File: src/rtl/ctrl_tag_alloc.sv
// ctrl_tag_alloc: branch checkpoint tag allocator backed by a circular free-tag FIFO.
// Define CTRL_TAG_ALLOC_CHECK_EN to enable the sticky protocol checker on error_o.
module ctrl_tag_alloc #(
    parameter int NUM_TAGS       = 8,
    parameter int TAG_LOG        = 3,
    parameter int DISPATCH_WIDTH = 4
) (
    input  logic                      clk,
    input  logic                      reset,
    input  logic                      flush_i,
    input  logic                      instBufferReady_i,
    input  logic                      stall_i,
    input  logic [DISPATCH_WIDTH-1:0] branchVector_i,
    input  logic [2:0]                branchCount_i,
    input  logic                      resolveValid_i,
    input  logic [TAG_LOG-1:0]        resolveTag_i,
    output logic                      groupValid_o,
    output logic [TAG_LOG-1:0]        tag0_o,
    output logic [TAG_LOG-1:0]        tag1_o,
    output logic [TAG_LOG-1:0]        tag2_o,
    output logic [TAG_LOG-1:0]        tag3_o,
    output logic [DISPATCH_WIDTH-1:0] tagValid_o,
    output logic                      stallTag_o,
    output logic [TAG_LOG:0]          freeCount_o,
    output logic                      error_o
);
    localparam logic [TAG_LOG:0] FULL = (TAG_LOG+1)'(NUM_TAGS);

    logic [TAG_LOG-1:0] fifo [NUM_TAGS];
    logic [TAG_LOG-1:0] head, tail;
    logic [TAG_LOG:0]   count, n;
    logic [TAG_LOG-1:0] slot_tag [DISPATCH_WIDTH];
    logic [TAG_LOG-1:0] tag_q [DISPATCH_WIDTH];
    logic               alloc, rel;

    // Running popcount doubles as each branch slot's offset from the head.
    always_comb begin
        n = '0;
        for (int i = 0; i < DISPATCH_WIDTH; i++) begin
            slot_tag[i] = branchVector_i[i] ? fifo[head + n[TAG_LOG-1:0]] : '0;
            n = n + (TAG_LOG+1)'(branchVector_i[i]);
        end
    end

    assign alloc       = instBufferReady_i & ~stall_i & ~flush_i & (count >= n);
    assign rel         = resolveValid_i & ~flush_i & (count != FULL);
    assign stallTag_o  = instBufferReady_i & ~stall_i & (count < n);
    assign freeCount_o = count;
    assign tag0_o      = tag_q[0];
    assign tag1_o      = tag_q[1];
    assign tag2_o      = tag_q[2];
    assign tag3_o      = tag_q[3];

    // Allocation reads pre-edge contents, so a tag released this cycle is never reissued in it.
    always_ff @(posedge clk) begin
        if (reset || flush_i) begin
            for (int k = 0; k < NUM_TAGS; k++) fifo[k] <= TAG_LOG'(k);
            head         <= '0;
            tail         <= '0;
            count        <= FULL;
            groupValid_o <= 1'b0;
            tagValid_o   <= '0;
        end else begin
            if (rel) begin
                fifo[tail] <= resolveTag_i;
                tail       <= tail + 1'b1;
            end
            if (alloc) head <= head + n[TAG_LOG-1:0];
            count        <= count - (alloc ? n : '0) + (TAG_LOG+1)'(rel);
            groupValid_o <= alloc;
            tagValid_o   <= alloc ? branchVector_i : '0;
        end
    end

    always_ff @(posedge clk) begin
        if (reset) begin
            for (int i = 0; i < DISPATCH_WIDTH; i++) tag_q[i] <= '0;
        end else if (alloc) begin
            for (int i = 0; i < DISPATCH_WIDTH; i++) tag_q[i] <= slot_tag[i];
        end
    end

`ifdef CTRL_TAG_ALLOC_CHECK_EN
    always_ff @(posedge clk) begin
        if (reset) error_o <= 1'b0;
        else if ((resolveValid_i & ~flush_i & (count == FULL)) |
                 (alloc & (32'(branchCount_i) != 32'(n)))) error_o <= 1'b1;
    end
`else
    logic unused_count;
    assign unused_count = ^branchCount_i;
    assign error_o      = 1'b0;
`endif
endmodule

File: config.mk
export PLATFORM = sky130hd
export DESIGN_NAME = ctrl_tag_alloc
export DESIGN_NICKNAME = d
export VERILOG_FILES = /design/src/rtl/ctrl_tag_alloc.sv
export SDC_FILE = /design/constraint.sdc
export NUM_CORES = 1
export LEC_CHECK = 0
export CORE_AREA = 2 2 72 102
export CTS_CLUSTER_SIZE = 25
export DETAILED_ROUTE_END_ITERATION = 10
export DIE_AREA = 0 0 74 104
export GPL_ROUTABILITY_DRIVEN = 0
export PLACE_DENSITY = 0.75
export SYNTH_ARGS = -nofsm -noshare
export SYNTH_HDL_FRONTEND = slang
export SYNTH_SLANG_ARGS = --single-unit
File: constraint.sdc
create_clock -name clk -period 4.3 [get_ports clk]
set_input_delay 0.86 -clock clk [delete_from_list [all_inputs] [get_ports clk]]
set_output_delay 0.86 -clock clk [all_outputs]
set_load 0.05 [all_outputs]
==> results of run 1 <==
[worst max-delay path: cells and delay by family]
| family | cells | cell delay (ns) |
|---|---|---|
| adders and majority gates | 4 | 1.51 |
| and+or+nand+nor | 2 | 0.35 |
| AOI/OAI and AO/OA | 1 | 0.18 |
| buffers and inverters | 4 | 0.44 |
[cell type report]
class / count / area (sq um) / area share
Clock buffer: 5 / 68.8 / 0.0165
Clock inverter: 3 / 28.8 / 0.00689
Inverter: 18 / 70.1 / 0.0168
Multi-Input combinational cell: 192 / 1910 / 0.458
Sequential cell: 54 / 1440 / 0.345
Tap cell: 95 / 119 / 0.0284
Timing Repair Buffer: 59 / 537 / 0.128
[layout by cell type (no fill, tap or decap), types with 2 or more instances in the layout]
cell	count
edfxtp_1	36
clkdlybuf4s50_1	30
nor2_1	27
buf_4	23
mux4_2	22
dfxtp_1	18
inv_1	15
mux2i_1	14
ha_1	13
and2_1	12
or3_1	11
nor3_1	11
xnor2_1	10
nand2_1	9
o21ai_0	8
fa_1	6
nand2b_1	5
ha_4	5
clkbuf_8	5
xor2_1	3
buf_6	3
inv_2	2
or2_2	2
a311oi_1	2
nor3b_1	2
a211o_1	2
a21oi_2	2
ha_2	2
clkbuf_2	2
[flip-flops by register name, summed over array words and instances, names as in the netlist, named ones only]
name / cells
tail: 3
freeCount_o: 4
head: 3
groupValid_o: 1
fifo: 24
tagValid_o: 4
tag_q: 12
[worst min-delay path by stage]
stage | to | slack (ns) | cells after the start
finish | tail[2] | 0.58 | 2
global route | tail[2] | 0.62 | 2
detailed placement | tail[2] | 0.54 | 2
floorplan | tail[2] | 0.50 | 2
global placement | tail[2] | 0.53 | 2
CTS | tail[2] | 0.57 | 2
[stage by stage]
stage / hold slack, ns / cell area, sq um
final: 0.578 / 4180
after global routing: 0.617 / 4180
after CTS: 0.571 / 4170
after detailed placement: 0.542 / 4040
after global placement: 0.525 / 4040
after floorplan: 0.499 / 3470
[cell families after synthesis]
group                      after synthesis  synth area share
buffers and inverters                   28            0.0379
muxes                                   36             0.189
and+or+nand+nor                         92             0.144
AOI/OAI and AO/OA                       23            0.0517
xor gates and xnor gates                14            0.0386
DFF                                     54             0.428
adders and majority gates               26             0.110
other                                    1           0.00111
[metal layers]
layer | wire [um] | global-route usage | part of all wire | vias up
li1 | - | - | - | 1125
met1 | 2640 | 0.227 | 0.37 | 1142
met2 | 3920 | 0.346 | 0.55 | 85
met3 | 272 | 0.0339 | 0.038 | 22
met4 | 314 | 0.129 | 0.044 | 0
met5 | 0 | 0 | 0 | -
[where the power goes]
| part | internal (mW) | switching (mW) |
|---|---|---|
| combinational | 0.157 | 0.166 |
| clock | 0.122 | 0.184 |
| sequential | 0.570 | 0.0179 |
| total | 0.848 | 0.368 |
[timing repair]
| action | in CTS | in global routing |
|---|---|---|
| pin swaps | 11 | 13 |
| gates resized for setup | 8 | 10 |
| endpoints found under the setup margin | 4 | 4 |
| endpoints found under the hold margin | 0 | 0 |
| setup buffers | 2 | 2 |
==> impl_metrics.json, run 1 <==
{
  "syn_inst": 274,
  "timing.rr.end": "freeCount_o[3]",
  "synth.top_cell.area_share": 0.321,
  "clkSinkCount": 54,
  "area_growth_syn_to_layout_pct": 24.1,
  "synth_common_cells": "edfxtp_1, nor2_1, mux4_2",
  "pre_cts_slack_ns": -0.523,
  "core_area_sq_mm": 0.00680,
  "p_total_mw": 1.22,
  "syn_area_sq_mm": 0.00337,
  "syn_avg_cell_area_sq_um": 12.3,
  "vias": 2374,
  "cp-end-kind": "primary output",
  "worst_slack_ns": 0.0869,
  "cts_tree": "built",
  "r2r_start": "freeCount_o[0]",
  "max_slew_margin": 0.561,
  "drt-vias-per-instance": 5.57,
  "syn_nets": 316,
  "crit_chain": "buf_6 -> fa_1 -> ha_2 -> fa_1 -> inv_2 -> ha_4 -> nor2b_4 -> o221ai_4 -> buf_6 -> and4b_1 -> buf_12",
  "drtIter0Drc": 181,
  "die_y_um": 104,
  "track_usage": 0.203,
  "ir_worst_vdd_mv": 0.144,
  "yosysWarnings": 0,
  "clk_latency_ns": 0.32,
  "worst_pin_slew_ns": 0.651,
  "cts_buffer_depth": 2,
  "final_core_util": 0.614,
  "max_freq_mhz": 237,
  "synthArstFlopShare": 0,
  "cts_max_level": 2,
  "skew_ns": 0.00554,
  "critPathKind": "primary input to primary output",
  "n_antenna_cell": 0,
  "synth_cell_types": 46,
  "grt_pass1_wl_um": 11700,
  "slowest_stage": "fa_1",
  "rows": 36,
  "r2r_slack_ns": 1.60,
  "synth-edff-count": 36,
  "layout.nets": 372,
  "finalSetupViolCount": 0,
  "place_inst": 414,
  "powerDensity_mw_per_mm2": 291,
  "synth_seq_cells": 54,
  "yosysSeqAreaShare": 0.428,
  "fin_crit_sh": 0.980,
  "finalMaxSlewViolations": 0,
  "io_buffers": 34,
  "clk_pin_slew_ns": 0.10,
  "die_w_um": 74,
  "drt_wl_total_um": 7150,
  "hpwlAfterDp_um": 5740,
  "hold_start": "tail[2]",
  "finalHoldViolCount": 0,
  "cts-root-buf": "clkbuf_8",
  "cts_hold_buf": 0,
  "hold_path_class": "register to register",
  "yosysMostFrequentCell": "edfxtp_1",
  "initial_utilization": 0.495,
  "fin_crit_ns": 4.21,
  "yosys.area.top_type": "edfxtp_1",
  "wl_per_cell_um": 16.8,
  "crit_end": "stallTag_o",
  "setup.worst_path.start": "branchVector_i[2]",
  "rsz0062_at_grt": "true",
  "drc_errors": 0,
  "grt_max_degree": 20,
  "setup_tns_ns": 0,
  "final_antenna_net_count": 0,
  "synth_area_leaders": "edfxtp_1, mux4_2, dfxtp_1",
  "numCtsBuffers": 5,
  "grt_pass1_vias": 2484,
  "cp_data_required_time_ns": 3.44,
  "n_fill_cell": 562,
  "antenna_found_initial": 0,
  "r2r_cells": 15,
  "slowest_delay_ns": 0.57,
  "drive_gt1_frac": 0.251,
  "ios": 39,
  "cap_violations": 0,
  "grt.overflow.total": 0,
  "critPathLaunchType": "primary input",
  "worstPathArrival_ns": 3.35,
  "cp_max_fo": 2,
  "die_area_sq_mm": 0.00770,
  "ys.flop_type": "edfxtp_1",
  "status": "finished, final reports clean",
  "drtPass1Iterations": 4,
  "final_cells": 426,
  "power.leakage_nw": 1.50
}
(Power assumes the default switching activity.)
==> run 2, diff against run 1 <==
--- a/config.mk
+++ b/config.mk
@@ -5,10 +5,10 @@
 export SDC_FILE = /design/constraint.sdc
 export NUM_CORES = 1
 export LEC_CHECK = 0
-export CORE_AREA = 2 2 72 102
+export CORE_AREA = 2 2 85 87
 export CTS_CLUSTER_SIZE = 25
 export DETAILED_ROUTE_END_ITERATION = 10
-export DIE_AREA = 0 0 74 104
+export DIE_AREA = 0 0 87 89
 export GPL_ROUTABILITY_DRIVEN = 0
 export PLACE_DENSITY = 0.75
 export SYNTH_ARGS = -nofsm -noshare
==> run 2 against run 1 <==
  * Fmax fell by 0.64%
  * Register-to-register slack got worse by 0.02 ns
  * Hold slack lost 0.012 ns
  * Sequential cell count unchanged
  * Largest cell class unchanged
  * Final area about the same
  * Wire length about the same
  * Power about the same
==> impl_metrics.json, run 2 (synthesis results as in run 1) <==
{
  "worstPathArrival_ns": 3.38,
  "finalHoldViolCount": 0,
  "largest_reg_flops": 24,
  "p_switching_mw": 0.367,
  "cts_tree": "built",
  "clockPowerShare": 0.251,
  "slowest_delay_ns": 0.58,
  "slowest_stage": "fa_1",
  "seq_power_share": 0.483,
  "grt_pass1_wl_um": 11400,
  "wl_per_cell_um": 17.3,
  "n_antenna_cell": 0,
  "clk_pin_slew_ns": 0.10,
  "hold_slack_ns": 0.566,
  "io_buffers": 34,
  "drt_wl_total_um": 7140,
  "r2r_slack_ns": 1.58,
  "p_total_mw": 1.22,
  "fin_crit_sh": 0.986,
  "drc_errors": 0,
  "vias": 2389,
  "finalSetupViolCount": 0,
  "top_regs": "fifo x24, tag_q x12",
  "r2r_cells": 15,
  "drt-vias-per-instance": 5.80,
  "die_w_um": 87,
  "antenna_found_initial": 0,
  "rows": 30,
  "drtPass1Iterations": 4,
  "p_comb_frac": 0.265,
  "hold_depth": 2,
  "track_usage": 0.196,
  "cap_violations": 0,
  "r2r_start": "freeCount_o[0]",
  "setup.worst_path.start": "branchVector_i[0]",
  "cts_buffer_depth": 2,
  "critPathLaunchType": "primary input",
  "numCtsBuffers": 5,
  "status": "finished, final reports clean",
  "clk_latency_ns": 0.32,
  "grt.overflow.total": 0,
  "final_antenna_net_count": 0,
  "max_freq_mhz": 236,
  "cp_data_required_time_ns": 3.44,
  "grt_max_degree": 20,
  "crit_chain": "buf_6 -> fa_1 -> ha_2 -> fa_1 -> inv_2 -> ha_4 -> nor2b_4 -> o221ai_4 -> buf_6 -> and4b_1 -> buf_12",
  "clkSinkCount": 54,
  "hpwlAfterDp_um": 5540,
  "grt_pass1_vias": 2410,
  "area_growth_syn_to_layout_pct": 24.0,
  "critPathKind": "primary input to primary output",
  "core_area_sq_mm": 0.00672,
  "timing.rr.end": "freeCount_o[3]",
  "skew_ns": 0.0159,
  "cp_max_fo": 2,
  "ir_worst_vdd_mv": 0.126,
  "cp-end-kind": "primary output",
  "largest_register": "fifo",
  "fin_crit_ns": 4.24,
  "drtIter0Drc": 154,
  "worst_pin_slew_ns": 0.640,
  "cts_max_level": 2,
  "p_int_mw": 0.850,
  "n_fill_cell": 493,
  "die_area_sq_mm": 0.00774,
  "hold_path_end": "tail[2]",
  "finalMaxSlewViolations": 0,
  "max_slew_margin": 0.569,
  "powerDensity_mw_per_mm2": 291,
  "cts-root-buf": "clkbuf_8",
  "final_common_cell": "edfxtp_1",
  "final_cell_mix": "edfxtp_1, clkdlybuf4s50_1, nor2_1",
  "rsz0062_at_grt": "true",
  "layout.nets": 373,
  "initial_utilization": 0.501,
  "drive_gt1_frac": 0.253,
  "p_sw_frac": 0.302,
  "hold_start": "tail[2]",
  "ios": 39,
  "power.leakage_nw": 1.51,
  "hold_path_class": "register to register",
  "die_y_um": 89
}
run 2: cell count changes in the layout (fill, tap and decap cells not counted), sizes merged:
| cell | delta |
|---|---|
| clkinvlp | +1 |
| buf | +1 |
| clkinv | -1 |
run 2: worst max-delay path: cells and delay by family:
kind                       cells  cell delay, ns
and+or+nand+nor                2            0.35
buffers and inverters          4            0.45
AOI/OAI and AO/OA              1            0.19
adders and majority gates      4            1.54
run 2: area by class of cell:
class                      instances  area, sq um  share of cell area
inverter                          18         70.1              0.0168
clock buffer                       5         68.8              0.0165
clock inverter                     3         27.5             0.00659
timing repair buffer              60          544               0.130
tap                               80          100              0.0240
multi-input combinational        192         1920               0.461
sequential                        54         1440               0.345
run 2: how the worst max path moves through the flow:
stage	cells past startpoint	to	slack (ns)
final	11	stallTag_o	0.06
after global placement	18	freeCount_o[3]	-0.49
after global routing	19	freeCount_o[3]	-0.08
after CTS	19	freeCount_o[3]	0.02
after detailed placement	18	freeCount_o[3]	-0.52
after floorplan	17	freeCount_o[3]	-0.06
run 2: power by group through the flow:
stage / combinational (mW) / clock, mW / sequential [mW]
after floorplan: 0.182 / 0 / 0.630
after global placement: 0.302 / 0 / 0.598
after detailed placement: 0.309 / 0 / 0.600
after CTS: 0.318 / 0.311 / 0.588
after global routing: 0.350 / 0.329 / 0.590
final: 0.323 / 0.306 / 0.588
run 2: repair_timing:
| item | 4_1_cts | 5_1_grt |
|---|---|---|
| endpoints found under the setup margin | 4 | 4 |
| pin swaps | 11 | 13 |
| gates resized for setup | 8 | 10 |
| hold buffers | 0 | 0 |
| buffers inserted | 4 | 1 |
run 2: metal layers:
metal | vias to the layer above | global-route usage | part of all wire
li1 | 1129 | - | -
met1 | 1157 | 0.239 | 0.42
met2 | 83 | 0.337 | 0.50
met3 | 20 | 0.0379 | 0.050
met4 | 0 | 0.0895 | 0.033
met5 | - | 0 | 0
run 2: per-stage QoR:
step           TNS, ns  worst slack [ns]  instance area, sq um  utilization  instances
2_1_floorplan  -0.0620           -0.0620                  3470            -        274
3_3_place_gp     -1.71            -0.486                  4020        0.598        399
3_5_place_dp     -2.16            -0.521                  4020        0.598        399
4_1_cts              0            0.0182                  4160        0.619        411
5_1_grt        -0.0938           -0.0794                  4180        0.622        412
6_report             0            0.0597                  4180        0.622        412
==> run 3, diff against run 2 <==
--- a/config.mk
+++ b/config.mk
@@ -10,7 +10,7 @@
 export DETAILED_ROUTE_END_ITERATION = 10
 export DIE_AREA = 0 0 87 89
 export GPL_ROUTABILITY_DRIVEN = 0
-export PLACE_DENSITY = 0.75
+export PLACE_DENSITY = 0.74
 export SYNTH_ARGS = -nofsm -noshare
 export SYNTH_HDL_FRONTEND = slang
 export SYNTH_SLANG_ARGS = --single-unit
==> run 3 against run 2 <==
  * Clock skew down 0.0073 ns
  * Wire length down 1.7%
  * Highest routed layer unchanged
  * Sequential cell count unchanged
==> impl_metrics.json, run 3 (synthesis results as in run 1) <==
{
  "seqCellArea_sq_mm": 0.00144,
  "multiInputGateArea_sq_mm": 0.00192,
  "worst_pin_slew_ns": 0.587,
  "critPathLaunchType": "primary input",
  "die_area_sq_mm": 0.00774,
  "die_w_um": 87,
  "track_usage": 0.194,
  "grt_max_degree": 18,
  "cp-end-kind": "primary output",
  "finalMaxSlewViolations": 0,
  "clk_pin_slew_ns": 0.10,
  "cpMostUsedCell": "fa_1",
  "drt_wl_total_um": 7020,
  "slowest_stage": "fa_1",
  "fin_area_sq_mm": 0.00415,
  "drc_errors": 0,
  "rows": 30,
  "finalSetupViolCount": 0,
  "hpwlAfterDp_um": 5540,
  "drtPass1Iterations": 4,
  "clkSinkCount": 54,
  "largest_register": "fifo",
  "cap_violations": 0,
  "numCtsBuffers": 5,
  "drtIter0Drc": 195,
  "cts_hold_buf": 0,
  "cts_tree": "built",
  "initial_utilization": 0.501,
  "setup.worst_path.start": "branchVector_i[0]",
  "skew_ns": 0.00862,
  "slowest_delay_ns": 0.56,
  "final_core_util": 0.617,
  "antenna_found_initial": 0,
  "placed_area_sq_mm": 0.00402,
  "die_y_um": 89,
  "r2r_slack_ns": 1.62,
  "final_common_cell": "edfxtp_1",
  "ios": 39,
  "cts_max_level": 2,
  "rsz0062_at_grt": "false",
  "grt_pass1_wl_um": 11400,
  "top_regs": "fifo x24, tag_q x12",
  "core_area_sq_mm": 0.00672,
  "worstPathArrival_ns": 3.34,
  "n_fill_cell": 516,
  "max_freq_mhz": 238,
  "n_antenna_cell": 0,
  "ir_worst_vdd_mv": 0.126,
  "critPathKind": "primary input to primary output",
  "r2r_start": "freeCount_o[0]",
  "timing.rr.end": "freeCount_o[3]",
  "grt_pass1_vias": 2282,
  "layout.nets": 372,
  "cts_buffer_depth": 2,
  "fin_crit_ns": 4.20,
  "powerDensity_mw_per_mm2": 289,
  "grt.overflow.total": 0,
  "crit_end": "stallTag_o",
  "hold_path_class": "register to register",
  "largest_reg_flops": 24,
  "crit_chain": "clkbuf_2 -> fa_1 -> ha_2 -> fa_1 -> inv_2 -> ha_4 -> nor2b_4 -> o221ai_4 -> buf_6 -> and4b_1 -> buf_12",
  "cp_max_fo": 2,
  "final_antenna_net_count": 0,
  "final_cell_mix": "edfxtp_1, clkdlybuf4s50_1, nor2_1",
  "max_slew_margin": 0.605,
  "hold_depth": 2,
  "clk_latency_ns": 0.31,
  "finalHoldViolCount": 0,
  "status": "finished, final reports clean",
  "fin_crit_sh": 0.976,
  "drive_gt1_frac": 0.251,
  "io_buffers": 34,
  "vias": 2352,
  "power.leakage_nw": 1.50,
  "r2r_cells": 13,
  "cts-root-buf": "clkbuf_8",
  "area_growth_syn_to_layout_pct": 23.2,
  "cp_data_required_time_ns": 3.44,
  "drt-vias-per-instance": 5.72,
  "wl_per_cell_um": 17.1
}
-- run 3: power by group --
part | total, mW | internal, mW | switching [mW]
Sequential | 0.588 | 0.570 | 0.0188
Clock | 0.290 | 0.115 | 0.175
Combinational | 0.321 | 0.159 | 0.162
Total | 1.20 | 0.844 | 0.355
-- run 3: layout make-up --
class	instances	area share
clock buffers	5	0.0166
clock inverters	3	0.00513
inverters	18	0.0163
multi-input cells	192	0.463
flip-flops and latches	54	0.348
well taps	80	0.0241
repair buffers	59	0.127
-- run 3: metal layers --
layer  wire length, um  global-route usage
met1              3090               0.258
met2              3530               0.334
met3               342              0.0369
met4                56              0.0440
met5                 0                   0
-- run 3: how the worst min path moves through the flow --
| stage | from | end | slack (ns) |
|---|---|---|---|
| after floorplan | tail[2] | tail[2] | 0.50 |
| after global placement | tail[2] | tail[2] | 0.52 |
| after detailed placement | tail[2] | tail[2] | 0.54 |
| after CTS | tail[2] | tail[2] | 0.57 |
| after global routing | tail[2] | tail[2] | 0.57 |
| final | tail[2] | tail[2] | 0.56 |
-- run 3: through the flow --
stage                     std cells  setup slack [ns]  power, mW  hold slack [ns]  TNS, ns
after global routing            411           0.00330       1.26            0.575        0
final                           411             0.105       1.20            0.561        0
after detailed placement        400            -0.537      0.910            0.538    -2.05
after CTS                       410            0.0208       1.20            0.566        0
after floorplan                 274           -0.0620      0.812            0.499  -0.0620
after global placement          400            -0.485      0.902            0.518    -1.69
-- run 3: what timing repair did --
item                       in CTS  in global routing
gates resized for setup         8                  6
setup endpoints to repair       4                  2
setup buffers                   3                  1
gates cloned                    0                  0
pin swaps                      12                 11
-- run 3: critical path, delay by kind of cell --
| family | cells | cell delay [ns] |
|---|---|---|
| and+or+nand+nor | 2 | 0.35 |
| buffers and inverters | 4 | 0.44 |
| AOI/OAI and AO/OA | 1 | 0.20 |
| adders and majority gates | 4 | 1.49 |
